--- src/rtl/serial_adder.sv ---
// Bit-serial adder/subtractor: one result bit per clock, LSB first.
// Subtraction is a + ~b + 1, with the +1 injected through the initial carry.
module serial_adder #(
  parameter int unsigned WIDTH = 8
) (
  input  logic             clk,
  input  logic             rst_n,
  input  logic             start,
  input  logic             sub,
  input  logic [WIDTH-1:0] a,
  input  logic [WIDTH-1:0] b,
  output logic             busy,
  output logic             done,
  output logic [WIDTH-1:0] sum,
  output logic             cout
);

  localparam int unsigned CntW = (WIDTH > 2) ? $clog2(WIDTH) : 1;
  localparam logic [CntW-1:0] LastBit = CntW'(WIDTH - 1);

  typedef enum logic [1:0] {StIdle, StRun, StDone} state_e;

  state_e           state_q, state_d;
  logic [WIDTH-1:0] a_q, a_d;
  logic [WIDTH-1:0] b_q, b_d;
  logic [WIDTH-1:0] part_q, part_d;
  logic [WIDTH-1:0] sum_q, sum_d;
  logic             carry_q, carry_d;
  logic             cout_q, cout_d;
  logic [CntW-1:0]  cnt_q, cnt_d;
  logic             bit_s, bit_c;

  assign bit_s = a_q[0] ^ b_q[0] ^ carry_q;
  assign bit_c = (a_q[0] & b_q[0]) | (carry_q & (a_q[0] ^ b_q[0]));

  always_comb begin
    state_d = state_q;
    a_d     = a_q;
    b_d     = b_q;
    part_d  = part_q;
    sum_d   = sum_q;
    carry_d = carry_q;
    cout_d  = cout_q;
    cnt_d   = cnt_q;

    unique case (state_q)
      StIdle: begin
        if (start) begin
          a_d     = a;
          b_d     = sub ? ~b : b;
          carry_d = sub;
          cnt_d   = '0;
          state_d = StRun;
        end
      end
      StRun: begin
        part_d  = {bit_s, part_q[WIDTH-1:1]};
        a_d     = {1'b0, a_q[WIDTH-1:1]};
        b_d     = {1'b0, b_q[WIDTH-1:1]};
        carry_d = bit_c;
        if (cnt_q == LastBit) begin
          // Counter is held on the last bit so it never wraps.
          sum_d   = {bit_s, part_q[WIDTH-1:1]};
          cout_d  = bit_c;
          state_d = StDone;
        end else begin
          cnt_d = cnt_q + CntW'(1);
        end
      end
      StDone: begin
        state_d = StIdle;
      end
      default: begin
        state_d = StIdle;
      end
    endcase
  end

  always_ff @(posedge clk or negedge rst_n) begin
    if (!rst_n) begin
      state_q <= StIdle;
      a_q     <= '0;
      b_q     <= '0;
      part_q  <= '0;
      sum_q   <= '0;
      carry_q <= 1'b0;
      cout_q  <= 1'b0;
      cnt_q   <= '0;
    end else begin
      state_q <= state_d;
      a_q     <= a_d;
      b_q     <= b_d;
      part_q  <= part_d;
      sum_q   <= sum_d;
      carry_q <= carry_d;
      cout_q  <= cout_d;
      cnt_q   <= cnt_d;
    end
  end

  assign busy = (state_q == StRun);
  assign done = (state_q == StDone);
  assign sum  = sum_q;
  assign cout = cout_q;

endmodule

--- config.mk ---
export PLATFORM = sky130hd
export DESIGN_NAME = serial_adder
export DESIGN_NICKNAME = d
export VERILOG_FILES = /design/src/rtl/serial_adder.sv
export SDC_FILE = /design/constraint.sdc
export NUM_CORES = 1
export LEC_CHECK = 0
export BUFFER_PORTS_ARGS = -buffer_cell sky130_fd_sc_hd__buf_2
export CAP_MARGIN = 20
export CORE_MARGIN = 1.5
export CORE_UTILIZATION = 49
export DETAILED_ROUTE_END_ITERATION = 12
export PLACE_DENSITY = 0.74
export SYNTH_ARGS = -nofsm -noshare
export SYNTH_HDL_FRONTEND = slang
export SYNTH_SLANG_ARGS = --single-unit
export TNS_END_PERCENT = 100
--- constraint.sdc ---
create_clock -name clk -period 1.3 [get_ports clk]
set_input_delay 0.195 -clock clk [delete_from_list [all_inputs] [get_ports clk]]
set_output_delay 0.195 -clock clk [all_outputs]
set_load 0.02 [all_outputs]
==> impl_metrics.ini <==
[layout]
stdcell_area_sq_um = 2460
drive_gt1_share_pct = 48.2
layout.nets = 241
fillers = 241
final_cells = 264
fin_util_pct = 72.1
diodes = 0
area_growth_pct = 38.4

[clocking]
root_buffer = clkbuf_4
clkLatencyLatePin_ns = 0.34
clk_pin_slew_ns = 0.10
cts_buffers = 5
cts_max_level = 2
cts.sink_count = 38
tritoncts = built
cts_buffer_depth = 2

[grt]
grt_max_degree = 23
grt_antenna_before_repair = 0
gr-total-overflow = 0
grt.total_usage_pct = 23.7
grt_first_pass_wirelength_mm = 7.18
first_global_vias = 1530

[routing]
via_per_inst = 5.36
drc = 0
drtIter0Drc = 48
post_drt_wl_per_cell_microns = 16.6
via_count = 1416
drt-pass1-iter-count = 4
wl_mm = 4.39
antenna_left = 0

[critical_path]
cp_slowest_cell = dfrtp_1
crit_path_end_kind = output pin
critPathMaxStageDelay_ns = 0.42
cp_cell_sequence = buf_6, buf_6, nor2b_4, buf_6
crit_fanout = 3
startpoint_type = flop
arrival_ns = 1.22
crit_path_frequent_cell = buf_6
path_class = flop to output pin
required_ns = 1.11
startpoint = state_q[0]
r2r-start = cnt_q[1]

[sta]
hold_viol = 0
setup_viol = 27
max_slew_margin_pct = 73.2
fmax_ghz = 0.706
tightestPinTransition_ns = 0.402
tns_ns = -1.20
final-max-slew-violation-count = 0
finalCriticalPeriod_ns = 1.42
period_share_pct = 109
finClkSkew_ns = 0.00497
rsz0062_at_grt = yes
timing.final.ws_setup_ns = -0.116

[synth]
synth_top_cell_by_area = dfrtp_1
yosysSeqAreaShare_pct = 53.5
syn_avg_cell_area_sq_um = 11.8
yosys_warnings = 0
ys_types = 27
synthArstFlopShare_pct = 100
yosysTopAreaCellShare_pct = 53.5
synth_cells = 151
synth_most_common_cell = dfrtp_1
synth_area_sq_um = 1780
ys_ff_latch = 38
synth_ff_type = dfrtp_1
synth_edf_count = 0
yosys-top-cells-area = dfrtp_1, mux2_4, nand2_1
synth_nets = 174
synth_commonest_cells = dfrtp_1, nand2_1, mux2_4, o21ai_0

[placement]
hpwl_mm = 2.56
port_buffers = 30
pre_cts_slack_ns = -0.0870
dpl_cell_area_sq_um = 2080
dp_cells = 233
globalplace.congestion = 0.772

[power]
p_per_area_nw_per_um2 = 2210
cellLeakagePower_nw = 1.26
ir_drop_mv = 1.30

[floorplan]
die_area_sq_um = 4000
core_sq_um = 3420
die_h_microns = 63.2
initial_utilization_pct = 52.1
die_w_microns = 63.2
num_rows = 21
io_pins = 31

[outcome]
violations = setup timing
outcome = finished with violations

[min_path]
holdCritStartpoint = a[2]
min_path_type = input pin to flop

[flow_run]
cap_violations = 0
[power breakdown]
part	internal [mW]	switching (mW)	total (mW)
clock network	0.195	0.368	0.562
registers	1.68	0.345	2.03
logic	1.52	1.33	2.85
total	3.40	2.04	5.44
[routing by layer]
metal  share of wire, %  vias up  GRT usage, %
met4                1.5        0          7.61
met2                 54       46          43.5
met1                 40      695          27.0
met3                4.5        6          5.89
li1                   -      669             -
met5                  0        -             0
[worst max-delay path, delay by kind of cell (launching register included)]
kind | cells | cell delay, ns
flip-flops | 1 | 0.42
buffers and inverters | 3 | 0.36
AND/OR/NAND/NOR | 1 | 0.10
[cells by family after synthesis]
kind of cell / count (synthesis) / synth area share (%)
fa+ha+maj: 3 / 2.53
mux: 10 / 8.23
buf+inv: 12 / 3.80
flops: 38 / 53.5
compound gates: 33 / 14.1
simple gates: 47 / 13.9
xor+xnor: 8 / 3.94
[sequential cells by signal (all words and copies together) (netlist names)]
name and flops:
b_q 8, cnt_q 3, cout 1, carry_q 1, sum 8, state_q 2, a_q 8, part_q 7
[stage by stage]
stage	hold WS, ns	total power [mW]
final	0.135	5.44
after global routing	0.139	5.78
after CTS	0.125	5.26
after detailed placement	0.145	4.18
after global placement	0.138	4.01
after floorplan	-0.101	3.46
[worst paths after layout]
kind / end / slack (ns) / depth (start not counted)
hold reg to reg: part_q[1] / 0.49 / 2
setup / recovery: done / -0.12 / 4
max in group asynchronous: state_q[1] / 0.54 / 3
hold / removal: a_q[2] / 0.13 / 3
setup reg to reg: cnt_q[0] / -0.11 / 5
min in group asynchronous: sum[7] / 0.30 / 2
[placed cells by master, fill, tap and decap left out, drive strengths merged]
cell,count
o21ai,9
dlygate4sd3,1
clkinv,2
nor2,2
and3b,8
o21bai,2
fa,1
nand2b,3
xor2,8
clkbuf,5
mux2,10
nand2,33
dfrtp,38
buf,66
a2bb2oi,1
inv,3
ha,2
a22o,6
a22oi,7
a221o,7
a21oi,2
nor2b,2
[repair_timing]
item	in CTS	in global routing
endpoints found under the hold margin	16	0
endpoints found under the setup margin	28	30
gates resized for setup	30	12
hold buffers	1	0
buffers inserted	15	4
pin swaps	7	7
cloned	4	0
[layout make-up]
cell class                 instances  area (sq um)  area share (%)
multi-input combinational        103           898            36.5
inverter                           3          18.8           0.763
timing repair buffer              67           487            19.8
sequential                        38           952            38.7
clock inverter                     2          10.0           0.407
tap                               46          57.6            2.34
clock buffer                       5          37.5            1.53
Note: power is estimated with default switching activity, not from simulation.
